--- config.mk ---
export PLATFORM = sky130hd
export DESIGN_NAME = render_queue_flat
export DESIGN_NICKNAME = d
export VERILOG_FILES = /design/src/rtl/render_queue_if.sv /design/src/rtl/render_queue.sv /design/src/flat_wrapper.sv
export SDC_FILE = /design/constraint.sdc
export NUM_CORES = 1
export LEC_CHECK = 0
export BUFFER_PORTS_ARGS = -buffer_cell sky130_fd_sc_hd__buf_2
export CAP_MARGIN = 20
export CORE_MARGIN = 3
export CORE_UTILIZATION = 30
export DETAILED_ROUTE_END_ITERATION = 16
export PLACE_DENSITY = 0.4
export SYNTH_ARGS = -nofsm -noshare
export SYNTH_HDL_FRONTEND = slang
export SYNTH_SLANG_ARGS = --single-unit
--- constraint.sdc ---
create_clock -name clk50 -period 5.49 [get_ports clk50]
set_input_delay 0.8235 -clock clk50 [delete_from_list [all_inputs] [get_ports clk50]]
set_output_delay 0.8235 -clock clk50 [all_outputs]
set_load 0.05 [all_outputs]
--- src/rtl/render_queue_if.sv ---
// Avalon-MM register port plus the consumer-side queue signals of the render queue.
interface render_queue_if;
    logic        chipselect;
    logic        write;
    logic        read;
    logic [1:0]  address;
    logic [15:0] writedata;
    logic [15:0] readdata;
    logic [47:0] render_queue_dout;
    logic        render_queue_pop_front;
    logic        render_queue_empty;

    modport master (
        output chipselect, write, read, address, writedata, render_queue_pop_front,
        input  readdata, render_queue_dout, render_queue_empty
    );

    modport slave (
        input  chipselect, write, read, address, writedata, render_queue_pop_front,
        output readdata, render_queue_dout, render_queue_empty
    );
endinterface

--- src/rtl/render_queue.sv ---
// Render instruction queue: a CPU stages 48-bit instructions through three
// 16-bit register writes (the third commits), and a renderer pops them from a
// DEPTH-entry circular buffer. An empty queue presents a frame-done marker.
module render_queue #(
    parameter int DEPTH = 25,
    parameter int CNT_W = 5
) (
    input logic          clk50,
    input logic          reset_n,
    render_queue_if.slave bus
);

    localparam logic [CNT_W-1:0] LAST_IDX    = CNT_W'(DEPTH - 1);
    localparam logic [CNT_W-1:0] DEPTH_CNT   = CNT_W'(DEPTH);
    localparam logic [47:0]      DONE_MARKER = 48'hFF00_0000_0000;

    logic [CNT_W-1:0] head_q, head_d;
    logic [CNT_W-1:0] tail_q, tail_d;
    logic [CNT_W-1:0] count_q, count_d;
    logic [47:0]      staging_q, staging_d;
    logic             overflow_q, overflow_d;
    logic [15:0]      readdata_q, readdata_d;
    logic [47:0]      mem_q [DEPTH];

    logic        wr_en;
    logic        rd_en;
    logic        push;
    logic        pop_ok;
    logic        push_ok;
    logic        full;
    logic        empty;
    logic [47:0] push_data;
    logic [4:0]  count5;

    // Indices wrap at DEPTH-1, not at a power of two.
    function automatic logic [CNT_W-1:0] wrap_inc(input logic [CNT_W-1:0] idx);
        return (idx == LAST_IDX) ? '0 : idx + CNT_W'(1);
    endfunction

    assign full      = (count_q == DEPTH_CNT);
    assign empty     = (count_q == '0);
    assign count5    = 5'(count_q);
    assign wr_en     = bus.chipselect & bus.write;
    assign rd_en     = bus.chipselect & bus.read;
    assign push      = wr_en && (bus.address == 2'd2);
    // The committing write supplies the low word directly, bypassing staging.
    assign push_data = {staging_q[47:16], bus.writedata};
    assign pop_ok    = bus.render_queue_pop_front && !empty;
    // A full queue still accepts a push when the head frees a slot this cycle.
    assign push_ok   = push && (!full || pop_ok);

    // Next-state for staging, queue pointers, overflow flag and register readback.
    always_comb begin
        head_d     = head_q;
        tail_d     = tail_q;
        count_d    = count_q;
        staging_d  = staging_q;
        overflow_d = overflow_q;
        readdata_d = readdata_q;

        if (wr_en) begin
            case (bus.address)
                2'd0:    staging_d[47:32] = bus.writedata;
                2'd1:    staging_d[31:16] = bus.writedata;
                2'd2:    staging_d[15:0]  = bus.writedata;
                default: overflow_d       = 1'b0;
            endcase
        end

        if (push && full && !pop_ok) overflow_d = 1'b1;

        if (push_ok) tail_d = wrap_inc(tail_q);
        if (pop_ok)  head_d = wrap_inc(head_q);

        case ({push_ok, pop_ok})
            2'b10:   count_d = count_q + CNT_W'(1);
            2'b01:   count_d = count_q - CNT_W'(1);
            default: count_d = count_q;
        endcase

        if (rd_en) begin
            case (bus.address)
                2'd0:    readdata_d = staging_q[47:32];
                2'd1:    readdata_d = staging_q[31:16];
                2'd2:    readdata_d = staging_q[15:0];
                default: readdata_d = {overflow_q, full, empty, 8'b0, count5};
            endcase
        end
    end

    // Control and register state with synchronous active-low reset.
    always_ff @(posedge clk50) begin
        if (!reset_n) begin
            head_q     <= '0;
            tail_q     <= '0;
            count_q    <= '0;
            staging_q  <= '0;
            overflow_q <= 1'b0;
            readdata_q <= '0;
        end else begin
            head_q     <= head_d;
            tail_q     <= tail_d;
            count_q    <= count_d;
            staging_q  <= staging_d;
            overflow_q <= overflow_d;
            readdata_q <= readdata_d;
        end
    end

    // Queue storage is never cleared; stale slots are hidden while empty.
    always_ff @(posedge clk50) begin
        if (reset_n && push_ok) mem_q[tail_q] <= push_data;
    end

    assign bus.readdata           = readdata_q;
    assign bus.render_queue_dout  = empty ? DONE_MARKER : mem_q[head_q];
    assign bus.render_queue_empty = empty;

endmodule

--- src/flat_wrapper.sv ---
// flat-port wrapper written by rule: the top's interface ports become plain ports
module render_queue_flat 
#(
    parameter int DEPTH = 25,
    parameter int CNT_W = 5
)
  (clk50, reset_n, bus_chipselect, bus_write, bus_read, bus_address, bus_writedata, bus_render_queue_pop_front, bus_readdata, bus_render_queue_dout, bus_render_queue_empty);
  render_queue_if bus_i ();
  input logic clk50;
  input logic reset_n;
  input wire logic [$bits(bus_i.chipselect)-1:0] bus_chipselect;
  input wire logic [$bits(bus_i.write)-1:0] bus_write;
  input wire logic [$bits(bus_i.read)-1:0] bus_read;
  input wire logic [$bits(bus_i.address)-1:0] bus_address;
  input wire logic [$bits(bus_i.writedata)-1:0] bus_writedata;
  input wire logic [$bits(bus_i.render_queue_pop_front)-1:0] bus_render_queue_pop_front;
  output wire logic [$bits(bus_i.readdata)-1:0] bus_readdata;
  output wire logic [$bits(bus_i.render_queue_dout)-1:0] bus_render_queue_dout;
  output wire logic [$bits(bus_i.render_queue_empty)-1:0] bus_render_queue_empty;
  assign bus_i.chipselect = bus_chipselect;
  assign bus_i.write = bus_write;
  assign bus_i.read = bus_read;
  assign bus_i.address = bus_address;
  assign bus_i.writedata = bus_writedata;
  assign bus_i.render_queue_pop_front = bus_render_queue_pop_front;
  assign bus_readdata = bus_i.readdata;
  assign bus_render_queue_dout = bus_i.render_queue_dout;
  assign bus_render_queue_empty = bus_i.render_queue_empty;
  render_queue #(.DEPTH(DEPTH), .CNT_W(CNT_W)) u_core (.clk50(clk50), .reset_n(reset_n), .bus(bus_i));
endmodule
Word-level counts from Yosys, hierarchy flattened --
Memory sizes are Yosys's and may differ from the RTL's. A register that Yosys moved wholly into a read port is not among the register bits. Index checks and enable logic that the tools add are counted.
Word-level totals: output and inout port bits 65, memory bits (writable) 1200, memories 1, word-level logic and storage cells 54, bits in registers 80
Memory list:
- u_core.mem_q | words 25, bits a word 48, read ports 1, clocked after Yosys merged registers in 1, wr ports 1, line render_queue.sv:23 | logic [47:0] mem_q [DEPTH];
Cells by class: reduce and logical (&&, ||, !) cells 19, equal/unequal tests 8, add/sub/neg operators 4, bitwise logic cells 2, mux-type cells 12
Operators with widths (number):
- $mux 48 | 1
- $pmux 16 s3 | 1
- $mux 5 | 4
- $add 5x1->5 const B | 3
- $eq 5x5->1 const B | 3
- $pmux 5 s2 | 1
- $reduce_and 2->1 | 4
- $logic_and 1x1->1 | 6
- $logic_not 5->1 | 1
- $mux 1 | 5
- $sub 5x1->5 const B | 1
- $eq 2x1->1 const B | 2
- $eq 2x2->1 const B | 2
- $reduce_bool 2->1 | 2
- $logic_not 1->1 | 3
- $reduce_or 3->1 | 1
- $and 1x1->1 | 2
- $logic_not 2->1 | 1
- $ne 2x1->1 const B | 1
- $logic_or 1x1->1 | 1

Depth between registers and ports, before layout --
Gate-level depths: netlist of run 1.
depth after elaboration 8, mapped depth 14, depth with buffers taken out 11

Least setup slack after synthesis of run 1 --
OpenSTA, ideal clock, no wires.
path kind reg-to-output, start reg with a tool-made name, end out bus_render_queue_dout[37], data arrival time 3.642 ns, cell stages (with the launch flop) 8, slack 1.025 ns, cell sequence dfxtp_1 > buf_4 > buf_6 > buf_6 > mux4_2 > mux2i_1 > a22o_1 > a2111oi_0
RTL lines:
- end, declared | line flat_wrapper.sv:18 | output wire logic [$bits(bus_i.render_queue_dout)-1:0] bus_render_queue_dout;

==> impl_metrics.toml, run 1 <==
[yosys]
synth_top_family_by_area = "multiplexers"
netlist_area_um2 = 49740
synth_commonest_cells = "edfxtp_1 (1200), nand2_1 (220), mux4_2 (216)"
yosys-mux-area-fraction = 0.1420
synth_xor_area_frac = 0.002113
synth_fp_nets = 2594
synth-main-ff-cell = "edfxtp_1"
yosysSeqAreaShare = 0.7587
synthAdderAreaFrac = 0.002516
postSynthCellCount = 2560
yosysMostFrequentCell = "edfxtp_1"
synth_edf_count = 1200
synth_area_leaders = "edfxtp_1 (72%), mux4_2 (9.8%), dfxtp_1 (3.4%)"
synthArstFlopShare = 0
synth_area_per_cell_um2 = 19.43
yosys.area.top_type = "edfxtp_1"
synth_simple_gate_area_frac = 0.03084
ys_ff_latch = 1285
synth_top_area_share = 0.7245
synth_compound_gate_area_share = 0.04385
ys_types = 54
yosysWarnings = 0

[setup_path]
cp_cell_sequence = "buf_4, mux4_2, mux2i_1, a22o_1, a2111oi_0, buf_2"
reg2reg_setup_slack_ns = 1.37
max_stage_delay_ns = 0.90
path_class = "reg -> out"
r2r-end = "u_core.mem_q[23][19]"
crit_cells = 6
endpoint_kind = "output pin"
path_buf_inv = 2
reg2reg_depth = 5
arrival_ns = 4.13
crit_end = "bus_render_queue_dout[37]"
r2r-start = "u_core.count5[1]"
critPathRequiredTime_ns = 4.67
cp-start-kind = "flip-flop"
slowest_stage = "a2111oi_0"
critPathTopFamily = "compound AO/OA/AOI/OAI gates"
crit_fanout = 35

[global_route]
grt_start_max_net_pins = 78
grt_pass1_wl_um = 207700
grt_usage = 0.1728
antenna_found_initial = 10
first_global_vias = 26440
grt-ovfl-total = 0

[sta]
finClkSkew_ns = 0.02532
worst_pin_slew_ns = 1.130
drv_slew = 0
hold_viol_final = 0
period_share = 0.9024
setup_violations = 0
tns_ns = 0
grt_setup_unrepaired = "false"
relSlewSlack = 0.2365
fmax_ghz = 0.2019
period_needed_ns = 4.954

[floorplanning]
rows = 148
die_area_um2 = 170700
num_io_pins = 89
die_x_um = 413.2
core_um2 = 163700
initial_utilization = 0.3038
dieHeight_um = 413.2

[run]
max-cap-violations = 0

[clocking]
cts.htree.levels = 4
tritoncts = "yes"
cts_root_buf = "clkbuf_16"
clkSinkCount = 1285
hold_buffers = 0
ctsResizeCount = 0
cts_buffers = 146
clock_latency_ns = 0.76
clk_pin_slew_ns = 0.06
clock_path_buffers = 3
cts_setup_buffers = 0

[routing]
dr.pass1.iters = 5
drt-total-wl_um = 147500
routedWlPerCell_um = 29.29
vias = 25430
avgViaCountPerCell = 5.049
drtAntennaViolNets = 0
drt_iter0_markers = 2193
drc_errors = 0

[layout]
fillers = 15380
fin_area_um2 = 57840
syn_to_final_growth_pct = 16.30
seq_area_um2 = 37760
fin_nets = 2780
multi_input_area_um2 = 11240
fin_util = 0.3533
drive_gt1_frac = 0.2245

[hold_path]
holdCritPathClass = "reg -> reg"
hold_path_depth = 2

[outcome]
status = "finished, final reports clean"

[placement]
gp_congestion = 0.7513
port_buffers = 88
placedInstanceArea_um2 = 53180
dp_hpwl_um = 84290

[power_and_ir_drop]
peakVddDrop_mv = 0.3017
seq_power_share = 0.460
clkPwrFrac = 0.385
power_frac_comb = 0.155
internal_power_w = 0.01707
finalPower_w = 0.02346
leakage_nw = 17.14
switching_share = 0.2721
power_density_nw_per_um2 = 405.5
p_switching_w = 0.006384
-- cell families after synthesis --
group | count (synthesis)
AND/OR/NAND/NOR | 363
XOR/XNOR | 12
buffers and inverters | 161
flip-flops | 1285
AO/OA/AOI/OAI | 332
multiplexers | 397
adder cells (fa/ha/maj) | 10
-- per-stage QoR --
step | instances | setup slack [ns] | hold slack [ns]
5_1_grt | 5035 | 0.2665 | 0.4255
4_1_cts | 5025 | 0.3765 | 0.4124
2_1_floorplan | 2560 | 1.025 | 0.4329
3_5_place_dp | 4763 | 0.5974 | 0.4449
6_report | 5037 | 0.5360 | 0.4556
3_3_place_gp | 4757 | 0.6410 | 0.4416
-- tightest hold or removal path, stage by stage, from the launching register on --
cell     delay (ns)
dfxtp_1        0.31
nand2_1        0.05
a21oi_1        0.05
-- cell type report --
type	instances	area share
Clock inverter	67	0.007203
Timing Repair Buffer	189	0.02942
Multi-Input combinational cell	1114	0.1943
Sequential cell	1285	0.6527
Clock buffer	195	0.06853
Inverter	10	0.0006489
Antenna cell	2	0.00008653
Tap cell	2175	0.04705
-- metal layers --
layer  up-vias  GRT usage  share of wire
met5         -          0              0
met4         0    0.04011          0.019
met3       175    0.02674          0.044
met2       682     0.2809           0.48
met1     13760     0.2438           0.45
li1      10810          -              -
-- state kept, by name, summed over array words and instances (netlist names), named ones only --
register / count
u_core.staging_q: 48
u_core.count5: 5
u_core.head_q: 5
u_core.tail_q: 5
u_core.mem_q: 1200
u_core.overflow_q: 1
u_core.bus.readdata: 16
-- placed cells by master (no fill, tap or decap), drive strengths merged, types with 41 or more instances in the layout --
cell,netlist,layout
dfxtp,85,85
clkinv,0,59
a21oi,151,151
nand2,220,220
edfxtp,1200,1200
buf,92,189
mux2i,150,150
clkbuf,58,195
a22o,41,41
nor2,72,72
mux4,239,239
-- how the worst min path moves through the flow --
| stage | from | end |
|---|---|---|
| after floorplan | u_core.staging_q[10] | u_core.staging_q[10] |
| after global placement | u_core.staging_q[12] | u_core.staging_q[12] |
| after detailed placement | u_core.staging_q[6] | u_core.staging_q[6] |
| after CTS | reset_n | u_core.overflow_q |
| after global routing | reset_n | u_core.overflow_q |
| final | u_core.staging_q[6] | u_core.staging_q[6] |
-- power by group through the flow --
stage,clock (W),combinational [W],sequential [W]
after CTS,0.00930,0.00372,0.0108
after floorplan,0,0.00272,0.0109
after detailed placement,0,0.00371,0.0110
final,0.00902,0.00364,0.0108
after global routing,0.00971,0.00390,0.0108
after global placement,0,0.00370,0.0110
No activity file was read; power rests on OpenSTA's default activity.
==> inputs of run 2 (changes only) <==
--- a/constraint.sdc
+++ b/constraint.sdc
@@ -3,2 +3,2 @@
 set_output_delay 0.8235 -clock clk50 [all_outputs]
-set_load 0.05 [all_outputs]
+set_load 0.1 [all_outputs]
==> impl_metrics.toml, run 2 (synthesis gave the netlist of run 1 again) <==
[floorplanning]
die_x_um = 413.2
dieHeight_um = 413.2
rows = 148
die_area_um2 = 170700
initial_utilization = 0.3038
num_io_pins = 89
core_um2 = 163700

[hold_path]
holdCritPathClass = "reg -> reg"

[layout]
drive_gt1_frac = 0.2293
instances_no_fill = 5033
fin_util = 0.3550
largest_reg_flops = 1200
final_cell_mix = "edfxtp_1 (1200), nand2_1 (220), mux4_2 (216), a21oi_1 (151), clkbuf_16 (151)"
regMostFlops = "u_core.mem_q"
final_common_cell = "edfxtp_1"
syn_to_final_growth_pct = 16.84
fillers = 15250
fin_nets = 2776

[clocking]
ctsResizeCount = 0
tritoncts = "yes"
clock_path_buffers = 3
cts_setup_buffers = 0
clk_pin_slew_ns = 0.06
cts_buffers = 147
clock_latency_ns = 0.77
cts.htree.levels = 4
cts_root_buf = "clkbuf_16"
hold_buffers = 0
clkSinkCount = 1285

[placement]
dp_hpwl_um = 83030
gp_congestion = 0.7622
port_buffers = 88
placed_cells = 4759
pre_cts_ws_ns = 1.254

[setup_path]
reg2reg_setup_slack_ns = 2.47
path_class = "reg -> out"
endpoint_kind = "output pin"
critPathRequiredTime_ns = 4.67
crit_fanout = 45
cp-start-kind = "flip-flop"
arrival_ns = 4.07

[routing]
vias = 25320
drtAntennaViolNets = 0
avgViaCountPerCell = 5.031
drt_iter0_markers = 1968
routedWlPerCell_um = 29.10
drc_errors = 0
dr.pass1.iters = 5
drt-total-wl_um = 146500

[sta]
final.setup.worst_slack_ns = 0.5940
whs_ns = 0.4543
worst_pin_slew_ns = 1.130
relSlewSlack = 0.2456
setup_violations = 0
period_share = 0.8918
drv_slew = 0
fmax_ghz = 0.2042
tns_ns = 0
finClkSkew_ns = 0.04179
period_needed_ns = 4.896
grt_setup_unrepaired = "false"
hold_viol_final = 0

[global_route]
grt_start_max_net_pins = 69
antenna_found_initial = 8
grt-ovfl-total = 0
first_global_vias = 26280
grt_usage = 0.1716
grt_pass1_wl_um = 206100

[power_and_ir_drop]
power_density_nw_per_um2 = 424.4
p_switching_w = 0.007217
clkPwrFrac = 0.383
internal_power_w = 0.01744
power_frac_comb = 0.178
switching_share = 0.2926
seq_power_share = 0.439
leakage_nw = 17.25
peakVddDrop_mv = 0.3967

[run]
max-cap-violations = 0

[outcome]
status = "finished, final reports clean"
run 2: cell types whose count changed in the layout (fill, tap and decap cells not counted), sizes merged:
cell      delta
bufinv       +8
inv          -1
buf          -5
clkinv       +5
clkbuf      -15
clkinvlp     +4
run 2: critical path, stage by stage, from the launching register on:
cell	delay, ns
dfxtp_4	0.90
buf_12	0.40
buf_12	0.33
mux4_2	0.54
a222oi_1	0.48
a22oi_1	0.21
buf_2	0.36
run 2: stage by stage:
stage,total power [W],area [um2]
6_report,0.02466,58110
5_1_grt,0.02558,58110
4_1_cts,0.02503,57860
3_5_place_dp,0.01552,53230
3_3_place_gp,0.01552,53140
2_1_floorplan,0.01446,49740
run 2: final timing paths:
check	from	endpoint	cells past startpoint
min	u_core.staging_q[9]	u_core.staging_q[9]	2
min reg2reg	u_core.staging_q[9]	u_core.staging_q[9]	2
max	flip-flop	bus_render_queue_dout[40]	6
max reg2reg	u_core.count5[0]	u_core.count5[4]	10
run 2: power by group through the flow:
stage	Clock (W)	Sequential (W)	Combinational (W)
detailed placement	0	0.0110	0.00448
CTS	0.00971	0.0108	0.00449
global route	0.0101	0.0108	0.00464
floorplan	0	0.0109	0.00352
global placement	0	0.0110	0.00448
finish	0.00944	0.0108	0.00440
run 2: per-layer routing:
layer	part of all wire	track usage	vias up	wire length [um]
met3	0.042	0.02762	178	6102
met2	0.48	0.2763	584	70030
met4	0.018	0.03918	6	2580
met5	0.00031	0	-	45
met1	0.46	0.2440	13740	67720
li1	-	-	10810	-
run 2: area by class of cell:
cell class                      count  area, um2  share of cell area
Clock buffer                      180       3908             0.06724
Multi-Input combinational cell   1114      11250              0.1935
Timing Repair Buffer              184       1718             0.02956
Clock inverter                     83      720.7             0.01240
Antenna cell                        2      5.005          0.00008613
Inverter                           10      37.54           0.0006459
Sequential cell                  1285      37760              0.6497
Tap cell                         2175       2721             0.04683
==> inputs of run 3 (changes only) <==
CELL_PAD_IN_SITES_DETAIL_PLACEMENT = 0   (was not set)
CELL_PAD_IN_SITES_GLOBAL_PLACEMENT = 1   (was not set)
GPL_TIMING_DRIVEN = 0   (was not set)
PLACE_DENSITY = 0.59   (was 0.4)
==> impl_metrics.toml, run 3 (synthesis gave the netlist of run 1 again) <==
[power_and_ir_drop]
seq_power_share = 0.432
switching_share = 0.2986
clkPwrFrac = 0.373
leakage_nw = 17.70
peakVddDrop_mv = 0.4690
p_switching_w = 0.007423
power_frac_comb = 0.195
power_density_nw_per_um2 = 420.9
internal_power_w = 0.01744

[routing]
avgViaCountPerCell = 5.013
routedWlPerCell_um = 26.97
drt-total-wl_um = 138900
dr.pass1.iters = 5
drt_iter0_markers = 2720
vias = 25810
routed-wl-met2_um = 66050
drtAntennaViolNets = 0
met3_length_um = 9030
highest_layer = "met5"
drc_errors = 0
wl_met1_um = 61020

[clocking]
clock_latency_ns = 0.75
clkSinkCount = 1285
cts_buffers = 141
cts.htree.levels = 4
ctsResizeCount = 0
cts_root_buf = "clkbuf_16"
cts_setup_buffers = 0
clk_pin_slew_ns = 0.06
hold_buffers = 0
tritoncts = "yes"
clock_path_buffers = 3

[layout]
regMostFlops = "u_core.mem_q"
instances_no_fill = 5149
multi_input_area_um2 = 11200
fillers = 15290
largest_reg_flops = 1200
final_cell_mix = "edfxtp_1 (1200), nand2_1 (220), mux4_2 (216), a21oi_1 (151), mux2i_1 (150)"
fin_util = 0.3608
drive_gt1_frac = 0.2356
syn_to_final_growth_pct = 18.74
seq_area_um2 = 37740
final_common_cell = "edfxtp_1"
fin_nets = 2891

[floorplanning]
core_um2 = 163700
dieHeight_um = 413.2
rows = 148
die_x_um = 413.2
initial_utilization = 0.3038
die_area_um2 = 170700
num_io_pins = 89

[setup_path]
cp-start-kind = "flip-flop"
slowest_stage = "buf_2"
max_stage_delay_ns = 0.53
crit_fanout = 10
arrival_ns = 4.21
endpoint_kind = "output pin"
cp_cell_sequence = "buf_6, buf_12, buf_12, nor2b_1, clkbuf_1, clkbuf_1, a21oi_1, a31oi_1, a211oi_1, buf_2"
path_class = "reg -> out"
critPathRequiredTime_ns = 4.67

[sta]
finClkSkew_ns = 0.02193
period_share = 0.9164
worst_pin_slew_ns = 1.073
fmax_ghz = 0.1988
period_needed_ns = 5.031
relSlewSlack = 0.2838
grt_setup_unrepaired = "false"
hold_viol_final = 0
setup_violations = 0
drv_slew = 0

[global_route]
grt_start_max_net_pins = 29
antenna_found_initial = 9
grt_pass1_wl_um = 196200
grt-ovfl-total = 0
grt_usage = 0.1624
first_global_vias = 25810

[placement]
placed_cells = 4875
gp_congestion = 0.7878
dp_hpwl_um = 94070
port_buffers = 87

[outcome]
status = "finished, final reports clean"

[hold_path]
holdCritPathClass = "reg -> reg"

[run]
max-cap-violations = 0
## run 3: area by class of cell
class	instances	share of cell area
Clock buffer	180	0.06401
Sequential cell	1285	0.6390
Tap cell	2175	0.04608
Inverter	10	0.0006356
Timing Repair Buffer	154	0.03178
Multi-Input combinational cell	1114	0.1896
Clock inverter	77	0.01256
Buffer	151	0.01619
Antenna cell	3	0.0001271
## run 3: worst max-delay path: cells and delay by family (launching register included)
kind | cells | cell delay (ns)
simple gates | 1 | 0.06
flops | 1 | 0.47
compound gates | 3 | 0.90
buf+inv | 6 | 1.99
## run 3: per-stage QoR
step            TNS, ns  total power (W)  setup slack (ns)  cell area, um2  hold slack [ns]
3_3_place_gp   -2894.12          0.01587            -3.063           52900           0.4377
2_1_floorplan         0          0.01446           0.09461           49740           0.4329
5_1_grt               0          0.02570            0.1946           59050           0.4650
4_1_cts               0          0.02514            0.2407           58690           0.4553
6_report              0          0.02486            0.4590           59060           0.4578
3_5_place_dp          0          0.01588             1.070           54160           0.4469
## run 3: final timing paths
kind | startpoint | end | slack (ns) | depth (start not counted)
min | u_core.staging_q[5] | u_core.staging_q[5] | 0.46 | 2
max | flip-flop | bus_render_queue_dout[35] | 0.46 | 10
min reg2reg | u_core.staging_q[5] | u_core.staging_q[5] | 0.46 | 2
max reg2reg | u_core.count5[2] | u_core.mem_q[3][16] | 2.12 | 6
## run 3: per-layer routing
metal / vias to the layer above / GRT usage
li1: 11040 / -
met1: 13690 / 0.2286
met2: 905 / 0.2584
met3: 168 / 0.03119
met4: 2 / 0.04165
met5: - / 0
## run 3: power by group through the flow
stage          Clock (W)  Sequential, W  Combinational, W
2_1_floorplan          0         0.0109           0.00352
3_3_place_gp           0         0.0110           0.00492
3_5_place_dp           0         0.0110           0.00493
4_1_cts          0.00946         0.0107           0.00494
5_1_grt          0.00987         0.0107           0.00511
6_report         0.00928         0.0107           0.00485
